**src/rtl/vreg_pkg.sv**
```systemverilog
// Shared definitions for the vector register file write and read paths.
// Ports: none (package). Provides the register file geometry, vlmul encodings,
// the write-state enum and the group alignment / beat-count helpers.
package vreg_pkg;

  localparam int NUM_REGS = 32;
  localparam int REG_W    = 32;
  localparam int GROUP_W  = 256;
  localparam int SEL_W    = 5;
  localparam int VLMUL_W  = 3;
  localparam int BEAT_W   = 3;

  // Group size encodings (registers per group).
  localparam logic [VLMUL_W-1:0] LMUL_1 = 3'b000;
  localparam logic [VLMUL_W-1:0] LMUL_2 = 3'b001;
  localparam logic [VLMUL_W-1:0] LMUL_4 = 3'b010;
  localparam logic [VLMUL_W-1:0] LMUL_8 = 3'b011;

  typedef enum logic {
    WR_IDLE  = 1'b0,
    WR_WRITE = 1'b1
  } wr_state_e;

  // A group is legal when vlmul is a defined encoding and the base register
  // index is a multiple of the group size. Shared with the read selector.
  function automatic logic group_aligned(input logic [SEL_W-1:0]   sel,
                                         input logic [VLMUL_W-1:0] vlmul);
    logic ok;
    ok = 1'b0;
    case (vlmul)
      LMUL_1:  ok = 1'b1;
      LMUL_2:  ok = (sel[0]   == 1'b0);
      LMUL_4:  ok = (sel[1:0] == 2'b00);
      LMUL_8:  ok = (sel[2:0] == 3'b000);
      default: ok = 1'b0;
    endcase
    return ok;
  endfunction

  // Index of the final beat of a group (n-1). Illegal encodings map to 0;
  // they never reach the write path.
  function automatic logic [BEAT_W-1:0] group_last_beat(input logic [VLMUL_W-1:0] vlmul);
    logic [BEAT_W-1:0] last;
    last = '0;
    case (vlmul)
      LMUL_1:  last = 3'd0;
      LMUL_2:  last = 3'd1;
      LMUL_4:  last = 3'd3;
      LMUL_8:  last = 3'd7;
      default: last = 3'd0;
    endcase
    return last;
  endfunction

endpackage

```
**src/rtl/register_in_write.sv**
```systemverilog
// Vector register file (32 x 32b) with a grouped write port; commits 1/2/4/8 registers, one per cycle.
// Latency: accept at E0, beat k visible after E(k+1), wr_done the cycle after the last beat.
// Backpressure: wr_ready low while a group is being written and while rst_n is low.
// Ports: clk, rst_n (sync, active-low), wr_valid/wr_ready handshake, wr_sel/wr_vlmul/wr_data
// request fields, registers (flat 1024b file, r_i at [32i+31:32i]), wr_done/wr_err pulses.
module register_in_write
  import vreg_pkg::*;
(
  input  logic                      clk,
  input  logic                      rst_n,
  input  logic                      wr_valid,
  output logic                      wr_ready,
  input  logic [SEL_W-1:0]          wr_sel,
  input  logic [VLMUL_W-1:0]        wr_vlmul,
  input  logic [GROUP_W-1:0]        wr_data,
  output logic [NUM_REGS*REG_W-1:0] registers,
  output logic                      wr_done,
  output logic                      wr_err
);

  wr_state_e state;
  wr_state_e state_nxt;

  logic                 accept;
  logic                 legal;
  logic                 beat_en;
  logic                 last_beat;

  logic [SEL_W-1:0]     cap_sel;
  logic [BEAT_W-1:0]    cap_last;
  logic [GROUP_W-1:0]   cap_data;
  logic [BEAT_W-1:0]    beat;

  logic [SEL_W-1:0]     wr_idx;
  logic [REG_W-1:0]     beat_dat;

  logic [REG_W-1:0]     rf [NUM_REGS];

  assign accept = wr_valid && wr_ready;
  assign legal  = group_aligned(wr_sel, wr_vlmul);

  // Alignment guarantees base+beat stays within 0..31, so a 5-bit add suffices.
  assign wr_idx   = cap_sel + {{(SEL_W-BEAT_W){1'b0}}, beat};
  assign beat_dat = cap_data[beat*REG_W +: REG_W];

  // ---------------------------------------------------------------------------
  // FSM: state register
  // ---------------------------------------------------------------------------
  always_ff @(posedge clk) begin
    if (!rst_n) begin
      state <= WR_IDLE;
    end else begin
      state <= state_nxt;
    end
  end

  // ---------------------------------------------------------------------------
  // FSM: next state
  // ---------------------------------------------------------------------------
  always_comb begin
    state_nxt = state;
    case (state)
      WR_IDLE: begin
        // Rejected requests leave the FSM in IDLE so the next cycle can accept.
        if (accept && legal) begin
          state_nxt = WR_WRITE;
        end
      end
      WR_WRITE: begin
        if (beat == cap_last) begin
          state_nxt = WR_IDLE;
        end
      end
      default: state_nxt = WR_IDLE;
    endcase
  end

  // ---------------------------------------------------------------------------
  // FSM: outputs
  // ---------------------------------------------------------------------------
  always_comb begin
    wr_ready  = rst_n && (state == WR_IDLE);
    beat_en   = (state == WR_WRITE);
    last_beat = (state == WR_WRITE) && (beat == cap_last);
  end

  // ---------------------------------------------------------------------------
  // Request capture, beat counter and status pulses
  // ---------------------------------------------------------------------------
  always_ff @(posedge clk) begin
    if (!rst_n) begin
      cap_sel  <= '0;
      cap_last <= '0;
      cap_data <= '0;
      beat     <= '0;
      wr_done  <= 1'b0;
      wr_err   <= 1'b0;
    end else begin
      // Done comes only from WRITE and err only from an IDLE accept, so the
      // two pulses are mutually exclusive by construction.
      wr_done <= last_beat;
      wr_err  <= accept && !legal;

      if (accept && legal) begin
        cap_sel  <= wr_sel;
        cap_last <= group_last_beat(wr_vlmul);
        cap_data <= wr_data;
        beat     <= '0;
      end else if (beat_en) begin
        beat <= last_beat ? '0 : beat + 3'd1;
      end
    end
  end

  // ---------------------------------------------------------------------------
  // Register file: one register committed per WRITE cycle
  // ---------------------------------------------------------------------------
  always_ff @(posedge clk) begin
    if (!rst_n) begin
      // A group interrupted by reset is discarded along with the whole file.
      for (int i = 0; i < NUM_REGS; i++) begin
        rf[i] <= '0;
      end
    end else if (beat_en) begin
      rf[wr_idx] <= beat_dat;
    end
  end

  for (genvar g = 0; g < NUM_REGS; g++) begin : g_flat
    assign registers[g*REG_W +: REG_W] = rf[g];
  end

endmodule
```
**config.mk**
```make
export PLATFORM = sky130hd
export DESIGN_NAME = register_in_write
export DESIGN_NICKNAME = d
export VERILOG_FILES = /design/src/rtl/vreg_pkg.sv /design/src/rtl/register_in_write.sv
export SDC_FILE = /design/constraint.sdc
export NUM_CORES = 2
export LEC_CHECK = 0
export ABC_CLOCK_PERIOD_IN_PS = 6900
export BUFFER_PORTS_ARGS = -buffer_cell sky130_fd_sc_hd__buf_2
export CAP_MARGIN = 30
export CORE_AREA = 2 2 505 507
export DETAILED_ROUTE_END_ITERATION = 10
export DIE_AREA = 0 0 507 509
export GPL_TIMING_DRIVEN = 1
export PLACE_DENSITY = 0.32
export SLEW_MARGIN = 40
export SYNTH_ARGS = -nofsm -noshare
export SYNTH_HDL_FRONTEND = slang
export SYNTH_SLANG_ARGS = --single-unit
```
**constraint.sdc**
```tcl
create_clock -name clk -period 6.9 [get_ports clk]
set_clock_uncertainty 0.2 [all_clocks]
set_input_delay 1.035 -clock clk [delete_from_list [all_inputs] [get_ports clk]]
set_output_delay 1.035 -clock clk [all_outputs]
set_load 0.01 [all_outputs]
```
# Word level (Yosys, flattened, before mapping)

Memories as Yosys holds them, arrays and structs flattened.
Cells that the tools add are included.

Register bits after elaboration: 270
Memory bits (writable): 1,024
Input bits: 267
Output and inout port bits: 1,027
Logic and storage cells: 42
Memories: 1

Add/subtract/negate cells: 2
Equal/unequal tests: 4
Shift operators: 1
Mux-type cells: 13
Bitwise gates (word level): 3
Reduce and logical (&&, ||, !) cells: 11

Memories:

| name | depth | width | read ports | clocked after Yosys merged registers in | write ports | RTL line                | source |
|---|---|---|---|---|---|---|---|
| rf   | 32    | 32    | 32         | 0                                       | 32          | register_in_write.sv:37 | `logic [REG_W-1:0] rf [NUM_REGS];` |

Operators with widths:

| kind                                                                   | number |
|---|---|
| 256-bit by 9-bit variable part select with 32-bit output               | 1 |
| 32-bit two-way mux                                                     | 1 |
| 32-bit OR reduction                                                    | 1 |
| 3-bit case mux with 3 select lines                                     | 1 |
| 1-bit two-way mux                                                      | 7 |
| 3-bit by 2-bit equality test with 1-bit output (second input constant) | 2 |
| 3-bit zero test                                                        | 2 |
| 5-bit by 3-bit adder with 5-bit output                                 | 1 |
| 1-bit logical AND                                                      | 5 |
| 5-bit two-way mux                                                      | 1 |
| 1-bit case mux with 4 select lines                                     | 1 |
| 3-bit by 1-bit adder with 3-bit output (second input constant)         | 1 |
| 3-bit by 1-bit equality test with 1-bit output (second input constant) | 1 |
| 3-bit equality test                                                    | 1 |
| 3-bit two-way mux                                                      | 1 |
| 1-bit NOT                                                              | 3 |
| 2-bit zero test                                                        | 1 |
| 1-bit case mux with 2 select lines                                     | 1 |
| 2-bit OR reduction                                                     | 1 |
| 1-bit zero test                                                        | 1 |

# Depth between registers and ports, before layout

Word-level depth: 6
Mapped depth: 9
Depth with buffers taken out: 6

# Worst setup path before layout

Ideal clock, no wire load.

Path kind: reg-to-reg
Start point: register beat[0]
End point: memory rf[18][0] (enable)
Library setup time: 466 ps
Arrival: 4,370 ps
Data required time: 6,234 ps
Path slack: 1,864 ps
Cell stages (with the launch flop): 9
Buffers on the path: 2
Clock period less this slack: 5,036 ps
Path through: dfxtp_1 -> ha_1 -> fa_1 -> or3_1 -> o211ai_1 -> o221ai_2 -> clkbuf_1 -> buf_2 -> o21ai_0

RTL lines:

| element                  | RTL line                 | source |
|---|---|---|
| start: declaration       | register_in_write.sv:32  | `logic [BEAT_W-1:0] beat;` |
| start signal: assignment | register_in_write.sv:110 | `beat <= last_beat ? '0 : beat + 3'd1;` |
| end: declaration         | register_in_write.sv:37  |  |

==> results.sh <==
export IMPL_drive_gt1_frac=0.358
export IMPL_report_final_slew_viol_count=0
export IMPL_placed_area_um2=59500
export IMPL_fillers=26900
export IMPL_grt_overflow_total=0
export IMPL_min_period_ps=4330
export IMPL_worstPathCellList="ha_1 -> a21oi_2 -> a21oi_4 -> o221ai_4 -> buf_4 -> o21ai_4 -> buf_4"
export IMPL_syn_num_nets=3979
export IMPL_crit_path_frequent_cell="buf_4"
export IMPL_fmax_mhz=231
export IMPL_ir_worst_vdd_mv=0.213
export IMPL_cts_num_sinks=1294
export IMPL_cp_max_fo=67
export IMPL_critPathTopFamily="compound AO/OA/AOI/OAI gates"
export IMPL_grt_pass1_wl_um=330000
export IMPL_final_cell_mix="buf_2 (1292), edfxtp_1 (1024), nand2_1 (521), nor2_1 (514), nor3_1 (509)"
export IMPL_p_leak_nw=23.5
export IMPL_final_util=0.256
export IMPL_drt_iter0_drc=2631
export IMPL_post_cts_buffers=0
export IMPL_final_common_cell="buf_2"
export IMPL_cts_tree="built"
export IMPL_grt_usage=0.189
export IMPL_p_per_area_nw_per_um2=283
export IMPL_cts_made_buffers=160
export IMPL_finalSetupViolations=0
export IMPL_cts_clk_slew_worst_paths_ps=50
export IMPL_syn_inst=3707
export IMPL_avgViaCountPerCell=4.18
export IMPL_finalSetupTns_ps=0
export IMPL_cts_resized=0
export IMPL_route_vias_total=35200
export IMPL_clock_latency_ps=810
export IMPL_grt_antenna_before_repair=111
export IMPL_yosys_register_bits=1294
export IMPL_cts_path_max_buffers=3
export IMPL_synth_seq_area_share=0.748
export IMPL_start_kind="flop"
export IMPL_rows=185
export IMPL_die_area_um2=258000
export IMPL_synth_area_um2=48300
export IMPL_fin_crit_sh=0.627
export IMPL_dp_hpwl_um=174000
export IMPL_min_path_type="in2reg"
export IMPL_area_growth_pct=33.9
export IMPL_grt_pass1_vias=34900
export IMPL_yosys_cell_types_count=45
export IMPL_critPathArrivalTime_ps=4590
export IMPL_io_buffers=1293
export IMPL_crit_slowest_cell="o21ai_4"
export IMPL_cts_htree_levels=4
export IMPL_boundaryPins=1294
export IMPL_tightest_slew_ps=973
export IMPL_drc=0
export IMPL_stdcell_area_um2=64700
export IMPL_routedWlPerCell_um=30.0
export IMPL_required_ps=7170
export IMPL_max_slew_margin_rel=0.351
export IMPL_dr_pass1_iters=6
export IMPL_dp_cells=8112
export IMPL_worstSetupPathType="reg2reg"
export IMPL_fp_dieW_um=507
export IMPL_crit_buf_inv=2
export IMPL_grt_max_degree=168
export IMPL_rsz0062_at_grt="false"
export IMPL_cts_root_buf="clkbuf_16"
export IMPL_endpoint_kind="flop"
export IMPL_yosysWarnings=0
export IMPL_gp_congestion=0.762
export IMPL_avgSynthCellArea_um2=13.0
export IMPL_hold_viol=0
export IMPL_core_um2=253000
export IMPL_maxCapViolCount=0
export IMPL_seq_area_um2=36200
export IMPL_drt_total_wl_um=253000
export IMPL_cts_hold_buf=0
export IMPL_multi_input_area_um2=11300
export IMPL_fp_dieH_um=509
export IMPL_nNetsFinal=5181
export IMPL_critPathMaxStageDelay_ps=680
export IMPL_start_util=0.191
export IMPL_totalPowerFinal_mw=18.3
export IMPL_status="finished clean"
export IMPL_fin_cells=8427
export IMPL_ant_nets=0
[final timing paths]
kind                                       to  slack [ps]  cells past startpoint          start
worst max register to register      rf[18][5]        2570                      7        beat[2]
worst min-delay path            cap_data[233]         220                      3   wr_data[233]
worst max-delay path                rf[18][5]        2570                      7        beat[2]
worst min register to register  cap_data[184]         240                      2  cap_data[184]
[cell type report]
class	instances	area share
flip-flops and latches	1294	0.559
multi-input cells	2029	0.174
repair buffers	1423	0.121
clock buffers	215	0.0678
well taps	3366	0.0651
clock inverters	72	0.0116
diodes	27	0.00104
inverters	1	0.0000580
[metrics by stage]
step	worst slack [ps]	hold slack (ps)
after global routing	2350	166
after global placement	2030	235
after detailed placement	2360	236
final	2570	216
after CTS	2400	119
after floorplan	1860	225
[logic make-up (layout without fill, tap and decap cells)]
logic type               count (synthesis)  count (layout)  share of synthesized area
buffers and inverters                  384            1711                     0.0364
flip-flops                            1294            1294                      0.748
other                                    0              27                          0
XOR/XNOR                                 5               5                   0.000906
AO/OA/AOI/OAI                          316             316                     0.0346
AND/OR/NAND/NOR                       1607            1607                      0.142
multiplexers                            96              96                     0.0365
adder cells (fa/ha/maj)                  5               5                    0.00145
[registers in the layout, indices dropped and copies added, names as in the netlist]
signal,count
beat_en,1
cap_data,256
beat,3
wr_done,1
rf,1024
cap_sel,5
wr_err,1
cap_last,3
[cell usage after synthesis (all sizes together)]
cell type  count  share of area
edfxtp      1024           0.64
nand2        534          0.041
nor2         514          0.040
nor3         513          0.054
o21ai        292          0.030
dfxtp        270           0.11
clkbuf       221          0.017
buf          162          0.019
mux4          64          0.030
mux2i         32         0.0066
nand3         16         0.0019
or4b           8         0.0017
a21oi          6        0.00070
a2111oi        5         0.0013
a211oi         5        0.00078
or3            5        0.00065
ha             4         0.0010
xnor2          4        0.00072
nand2b         3        0.00039
nand4          3        0.00039
a21o           2        0.00031
nand3b         2        0.00031
nand4b         2        0.00036
nand4bb        2        0.00047
nor2b          2        0.00026
o21a           2        0.00031
o221ai         2        0.00062
a21boi         1        0.00016
and3           1        0.00023
and3b          1        0.00018
fa             1        0.00041
inv            1       0.000078
nor4bb         1        0.00021
o211ai         1        0.00016
xor2           1        0.00018
[worst register-to-register path, stage by stage (launching register included)]
cell	delay, ps
dfxtp_4	630
ha_1	550
a21oi_2	220
a21oi_4	560
o221ai_4	270
buf_4	400
o21ai_4	730
buf_4	430
[per-layer routing]
layer,global-route usage,part of all wire,vias up
li1,-,-,15600
met1,0.230,0.40,17700
met2,0.324,0.49,1383
met3,0.0596,0.080,357
met4,0.0421,0.021,124
met5,0,0.0031,-
[power breakdown]
| group | switching, mW | internal [mW] | leakage (nW) | total, mW |
|---|---|---|---|---|
| logic | 0.841 | 0.304 | 8.27 | 1.14 |
| registers | 0.105 | 8.65 | 12.8 | 8.75 |
| clock network | 3.58 | 4.82 | 2.49 | 8.40 |
Note: power is estimated with default switching activity, not from simulation.
